[src/rtl/pipe_stage_skid_if.sv]
// pipe_stage_skid_if: valid/ready stream carrying a datapath and a control payload
interface pipe_stage_skid_if #(
  parameter int DATA_W = 32,
  parameter int CTRL_W = 16
);
  logic              valid;
  logic              ready;
  logic [DATA_W-1:0] data;
  logic [CTRL_W-1:0] ctrl;
  modport master (output valid, data, ctrl, input ready);
  modport slave  (input valid, data, ctrl, output ready);
endinterface

[src/rtl/pipe_stage_skid.sv]
// pipe_stage_skid: valid/ready pipeline stage with 2-entry skid buffer, flush and stall counter
module pipe_stage_skid #(
  parameter int DATA_W      = 32,
  parameter int CTRL_W      = 16,
  parameter int STALL_CNT_W = 16
) (
  input  logic                   clk,
  input  logic                   rst_n,
  input  logic                   flush,
  input  logic                   cnt_clr,
  pipe_stage_skid_if.slave       up,
  pipe_stage_skid_if.master      dn,
  output logic [1:0]             level,
  output logic [STALL_CNT_W-1:0] stall_cnt
);
  typedef enum logic [1:0] {EMPTY = 2'd0, ONE = 2'd1, FULL = 2'd2} state_t;
  state_t            state;
  logic [DATA_W-1:0] main_data, skid_data;
  logic [CTRL_W-1:0] main_ctrl, skid_ctrl;
  logic              accept, drain;
  assign up.ready = state != FULL;
  assign dn.valid = state != EMPTY;
  assign dn.data  = main_data;
  assign dn.ctrl  = main_ctrl;
  assign level    = state;
  assign accept   = up.valid & up.ready;
  assign drain    = dn.valid & dn.ready;
  always_ff @(posedge clk or negedge rst_n) begin
    if (!rst_n) begin
      state     <= EMPTY;
      main_data <= '0;
      main_ctrl <= '0;
      skid_data <= '0;
      skid_ctrl <= '0;
    end else if (flush) begin
      state     <= EMPTY;
      main_ctrl <= '0;
      skid_ctrl <= '0;
    end else begin
      case (state)
        EMPTY: if (accept) begin
          main_data <= up.data;
          main_ctrl <= up.ctrl;
          state     <= ONE;
        end
        ONE: begin
          if (accept && drain) begin
            main_data <= up.data;
            main_ctrl <= up.ctrl;
          end else if (accept) begin
            skid_data <= up.data;
            skid_ctrl <= up.ctrl;
            state     <= FULL;
          end else if (drain) begin
            main_ctrl <= '0;
            state     <= EMPTY;
          end
        end
        FULL: if (drain) begin
          main_data <= skid_data;
          main_ctrl <= skid_ctrl;
          skid_ctrl <= '0;
          state     <= ONE;
        end
        default: state <= EMPTY;
      endcase
    end
  end
  // clear wins over a same-cycle increment; flush only masks the increment
  always_ff @(posedge clk or negedge rst_n) begin
    if (!rst_n) stall_cnt <= '0;
    else if (cnt_clr) stall_cnt <= '0;
    else if (dn.valid && !dn.ready && !flush && !(&stall_cnt)) stall_cnt <= stall_cnt + 1'b1;
  end
endmodule

[src/flat_wrapper.sv]
// flat-port wrapper written by rule: the top's interface ports become plain ports
module pipe_stage_skid_flat 
#(
  parameter int DATA_W      = 32,
  parameter int CTRL_W      = 16,
  parameter int STALL_CNT_W = 16
)
  (clk, rst_n, flush, cnt_clr, level, stall_cnt, up_valid, up_data, up_ctrl, up_ready, dn_valid, dn_data, dn_ctrl, dn_ready);
  pipe_stage_skid_if #(.DATA_W(DATA_W), .CTRL_W(CTRL_W)) up_i ();
  pipe_stage_skid_if #(.DATA_W(DATA_W), .CTRL_W(CTRL_W)) dn_i ();
  input  logic clk;
  input  logic rst_n;
  input  logic flush;
  input  logic cnt_clr;
  output logic [1:0] level;
  output logic [STALL_CNT_W-1:0] stall_cnt;
  input wire logic [$bits(up_i.valid)-1:0] up_valid;
  input wire logic [$bits(up_i.data)-1:0] up_data;
  input wire logic [$bits(up_i.ctrl)-1:0] up_ctrl;
  output wire logic [$bits(up_i.ready)-1:0] up_ready;
  output wire logic [$bits(dn_i.valid)-1:0] dn_valid;
  output wire logic [$bits(dn_i.data)-1:0] dn_data;
  output wire logic [$bits(dn_i.ctrl)-1:0] dn_ctrl;
  input wire logic [$bits(dn_i.ready)-1:0] dn_ready;
  assign up_i.valid = up_valid;
  assign up_i.data = up_data;
  assign up_i.ctrl = up_ctrl;
  assign up_ready = up_i.ready;
  assign dn_valid = dn_i.valid;
  assign dn_data = dn_i.data;
  assign dn_ctrl = dn_i.ctrl;
  assign dn_i.ready = dn_ready;
  pipe_stage_skid #(.DATA_W(DATA_W), .CTRL_W(CTRL_W), .STALL_CNT_W(STALL_CNT_W)) u_core (.clk(clk), .rst_n(rst_n), .flush(flush), .cnt_clr(cnt_clr), .up(up_i), .dn(dn_i), .level(level), .stall_cnt(stall_cnt));
endmodule
[config.mk]
export PLATFORM = sky130hd
export DESIGN_NAME = pipe_stage_skid_flat
export DESIGN_NICKNAME = d
export VERILOG_FILES = /design/src/rtl/pipe_stage_skid_if.sv /design/src/rtl/pipe_stage_skid.sv /design/src/flat_wrapper.sv
export SDC_FILE = /design/constraint.sdc
export NUM_CORES = 1
export LEC_CHECK = 0
export BUFFER_PORTS_ARGS = -buffer_cell sky130_fd_sc_hd__buf_2
export CORE_MARGIN = 2
export CORE_UTILIZATION = 29
export DETAILED_ROUTE_END_ITERATION = 8
export SETUP_SLACK_MARGIN = 0.2
export SLEW_MARGIN = 10
export SYNTH_ARGS = -nofsm -noshare
export SYNTH_HDL_FRONTEND = slang
export SYNTH_SLANG_ARGS = --single-unit
[constraint.sdc]
create_clock -name clk -period 4.9 [get_ports clk]
set_input_delay 1.225 -clock clk [delete_from_list [all_inputs] [get_ports clk]]
set_output_delay 1.225 -clock clk [all_outputs]
set_load 0.005 [all_outputs]
==> out/metrics.csv <==
metric,value,unit
global-route wire length before repair,21430,um
hpwl dp,8784,um
# IOs,122,
MaxCap Viol Count,0,
worst setup path class,reg -> reg,
Worst EP required,5.19,ns
"Reg clk slew, reported paths",0.05,ns
Seq cells post-synth,114,
clk_skew,0.007719,ns
Simple-Gate Fraction of Synth Area,9.043,%
TritonCTS clock tree,yes,
setup bufs post-CTS,0,
worst-path cell chain,"inv_1, ha_2, nand2b_1, o21ai_0, nand3_2, mux2_2",
DP Area,0.006282,sq mm
Initial Util,29.27,%
synthesis-to-finish area growth,26.58,%
Starting DRT DRC Count,202,
syn_area_per_cell,12.39,sq um
FMAX,321.5,MHz
Synth area leaders,"dfrtp_1 52%, mux2_2 22%, mux2i_1 3.3%, o2bb2ai_1 2.6%, a22oi_1 2.2%",
CTS root buffer,clkbuf_16,
Slew @ Worst Pin,0.9954,ns
CTS buffer count,17,
DRC violations left,0,
TritonCTS Sinks,114,
CTS HTree Levels,4,
clock buffer depth,2,
Placed Cells,773,
XOR/XNOR Fraction of Synth Area,0,%
RSZ-0062 raised after global routing,no,
vias per cell,4.905,
number of global-route vias before repair,4168,
Total Power,3.755,mW
Worst Path Max Fanout,39,
top_reg_cell synth,dfrtp_1,
drt first pass iters,5,
# port buffers,121,
compound-cell area share of the yosys netlist,8.721,%
Syn Nets,500,
mux contribution to synthesized area,24.85,%
Vias,3944,
Ant. Diodes,0,
full die area,0.01986,sq mm
"Clk Latency, worst-skew pair",0.41,ns
Core Rows,50,
Chip Width,140.9,um
Final period util,63.48,%
Crit path largest cell delay,0.78,ns
Final Non-Filler Cells,804,
max_slew headroom,33.42,%
gr ovfl total,0,
fin nets,619,
"area leader, netlist",dfrtp_1,
sequential area share after synthesis,52.46,%
Max VDD drop,225.7,uV
largest net degree at the start of global routing,59,
Commonest cells post-synth,"114 x dfrtp_1, 104 x mux2_2, 22 x inv_1, 22 x nand2_1, 18 x mux2i_1",
number of filler cells placed in the layout,1821,
Final setup viols,0,
Fin. Hold Viols,0,
minimum clock period,3.111,ns
Post-Layout Inst Area,0.006883,sq mm
total core area,0.01858,sq mm
fraction of registers with async set or reset after synthesis,100.0,%
synthesized area,0.005438,sq mm
post-CTS sizing,0,
power per cell area,545.6,mW/mm^2
"Core Util, Final",37.04,%
post-route ant nets,0,
Critical-path top delay cell,nand3_2,
LEAKAGE,3.159,nW
Syn. warnings,0,
wire per inst,16.34,um
GPL Wtd Cong,0.7733,
Adder-Cell Fraction of Synth Area,1.611,%
Worst setup EP type,register,
# hold bufs at CTS,0,
top-area cell type share of the netlist area,52.46,%
Die Y,140.9,um
share of cells above drive strength 1,47.19,%
initial antenna violation count,0,
final wirelength,13140,um
critical path data arrival time,3.40,ns
final count of pins violating max slew,0,
status,"finished, final reports clean",
setup TNS,0,ns
cell with the most instances after synthesis,dfrtp_1,
crit path launch type,register,
largest family of logic cells by synthesized area,multiplexers,
number of distinct library cells after synthesis,44,
Hold Path Class,reg -> reg,
number of enable flip-flop cells after synthesis,0,
Tot GR Track Use,13.82,%
Post-Syn Instances,439,
==> path summary, 6_finish.rpt <==
kind	endpoint	startpoint	slack, ns	cells past startpoint
setup / recovery	u_core.dn.data[20]	u_core.level[0]	1.79	6
hold / removal	u_core.dn.ctrl[4]	u_core.dn.ctrl[4]	0.48	1
setup reg to reg	u_core.dn.data[20]	u_core.level[0]	1.79	6
hold reg to reg	u_core.dn.ctrl[4]	u_core.dn.ctrl[4]	0.48	1
max in group asynchronous	u_core.skid_ctrl[9]	rst_n	3.22	2
min in group asynchronous	u_core.skid_data[24]	rst_n	0.86	1
==> worst max-delay path, delay by kind of cell, from the launching register on <==
kind	cells	cell delay, ns
compound gates	1	0.23
buf+inv	1	0.12
flops	1	0.38
fa+ha+maj	1	0.52
mux	1	0.59
simple gates	2	1.13
==> placed cells by master (no fill, tap or decap), types with 2 or more instances in the layout <==
cell type / netlist / layout
buf_2: 6 / 120
dfrtp_1: 114 / 114
mux2_2: 104 / 104
inv_1: 22 / 22
nand2_1: 22 / 22
mux2i_1: 18 / 18
clkbuf_16: 0 / 17
a22oi_1: 16 / 16
o2bb2ai_1: 16 / 16
nor2_1: 16 / 15
nor2b_1: 10 / 10
nand2b_1: 8 / 8
a21oi_1: 7 / 7
nand3_1: 7 / 6
a211oi_1: 6 / 6
ha_1: 7 / 6
or4_1: 5 / 5
nor3_1: 4 / 4
nand4_1: 4 / 4
clkbuf_8: 0 / 4
clkinvlp_4: 0 / 4
o21ai_0: 3 / 3
a21boi_0: 3 / 3
clkinv_2: 0 / 3
nor2_2: 1 / 2
o41ai_1: 2 / 2
a41oi_1: 2 / 2
bufinv_16: 0 / 2
buf_4: 1 / 2
==> per-stage QoR <==
stage	hold WS, ns	worst slack, ns
global placement	0.4671	1.723
floorplan	0.4737	2.236
detailed placement	0.4685	1.639
finish	0.4805	1.789
CTS	0.4851	1.704
global route	0.4959	1.524
==> power by group <==
part / internal [mW] / switching [mW] / total, mW
sequential: 1.29 / 0.176 / 1.47
clock: 0.796 / 0.429 / 1.22
combinational: 0.565 / 0.501 / 1.07
total: 2.65 / 1.11 / 3.76
==> cells by family (layout without fill, tap and decap cells) <==
group | Yosys count | count (layout)
buf+inv | 45 | 176
fa+ha+maj | 7 | 7
mux | 122 | 122
simple gates | 89 | 89
compound gates | 62 | 62
flops | 114 | 114
==> final cells by class <==
class	count	area [sq um]	area share, %
well taps	234	292.8	4.254
inverters	22	82.58	1.200
clock inverters	9	105.1	1.527
flip-flops and latches	114	2853	41.45
clock buffers	22	484.2	7.035
repair buffers	123	635.6	9.235
multi-input cells	280	2430	35.30
==> flip-flops by register name, indices dropped and copies added, names as in the netlist <==
signal            count
u_core.dn.data       32
u_core.skid_data     32
u_core.dn.ctrl       16
u_core.skid_ctrl     16
u_core.stall_cnt     16
u_core.level          2
==> layer usage <==
layer | track usage (%) | share of wire, %
met5 | 0 | 0
met2 | 23.95 | 51
met1 | 16.37 | 43
met4 | 4.632 | 1.3
met3 | 4.212 | 4.8
(Power assumes the default switching activity.)
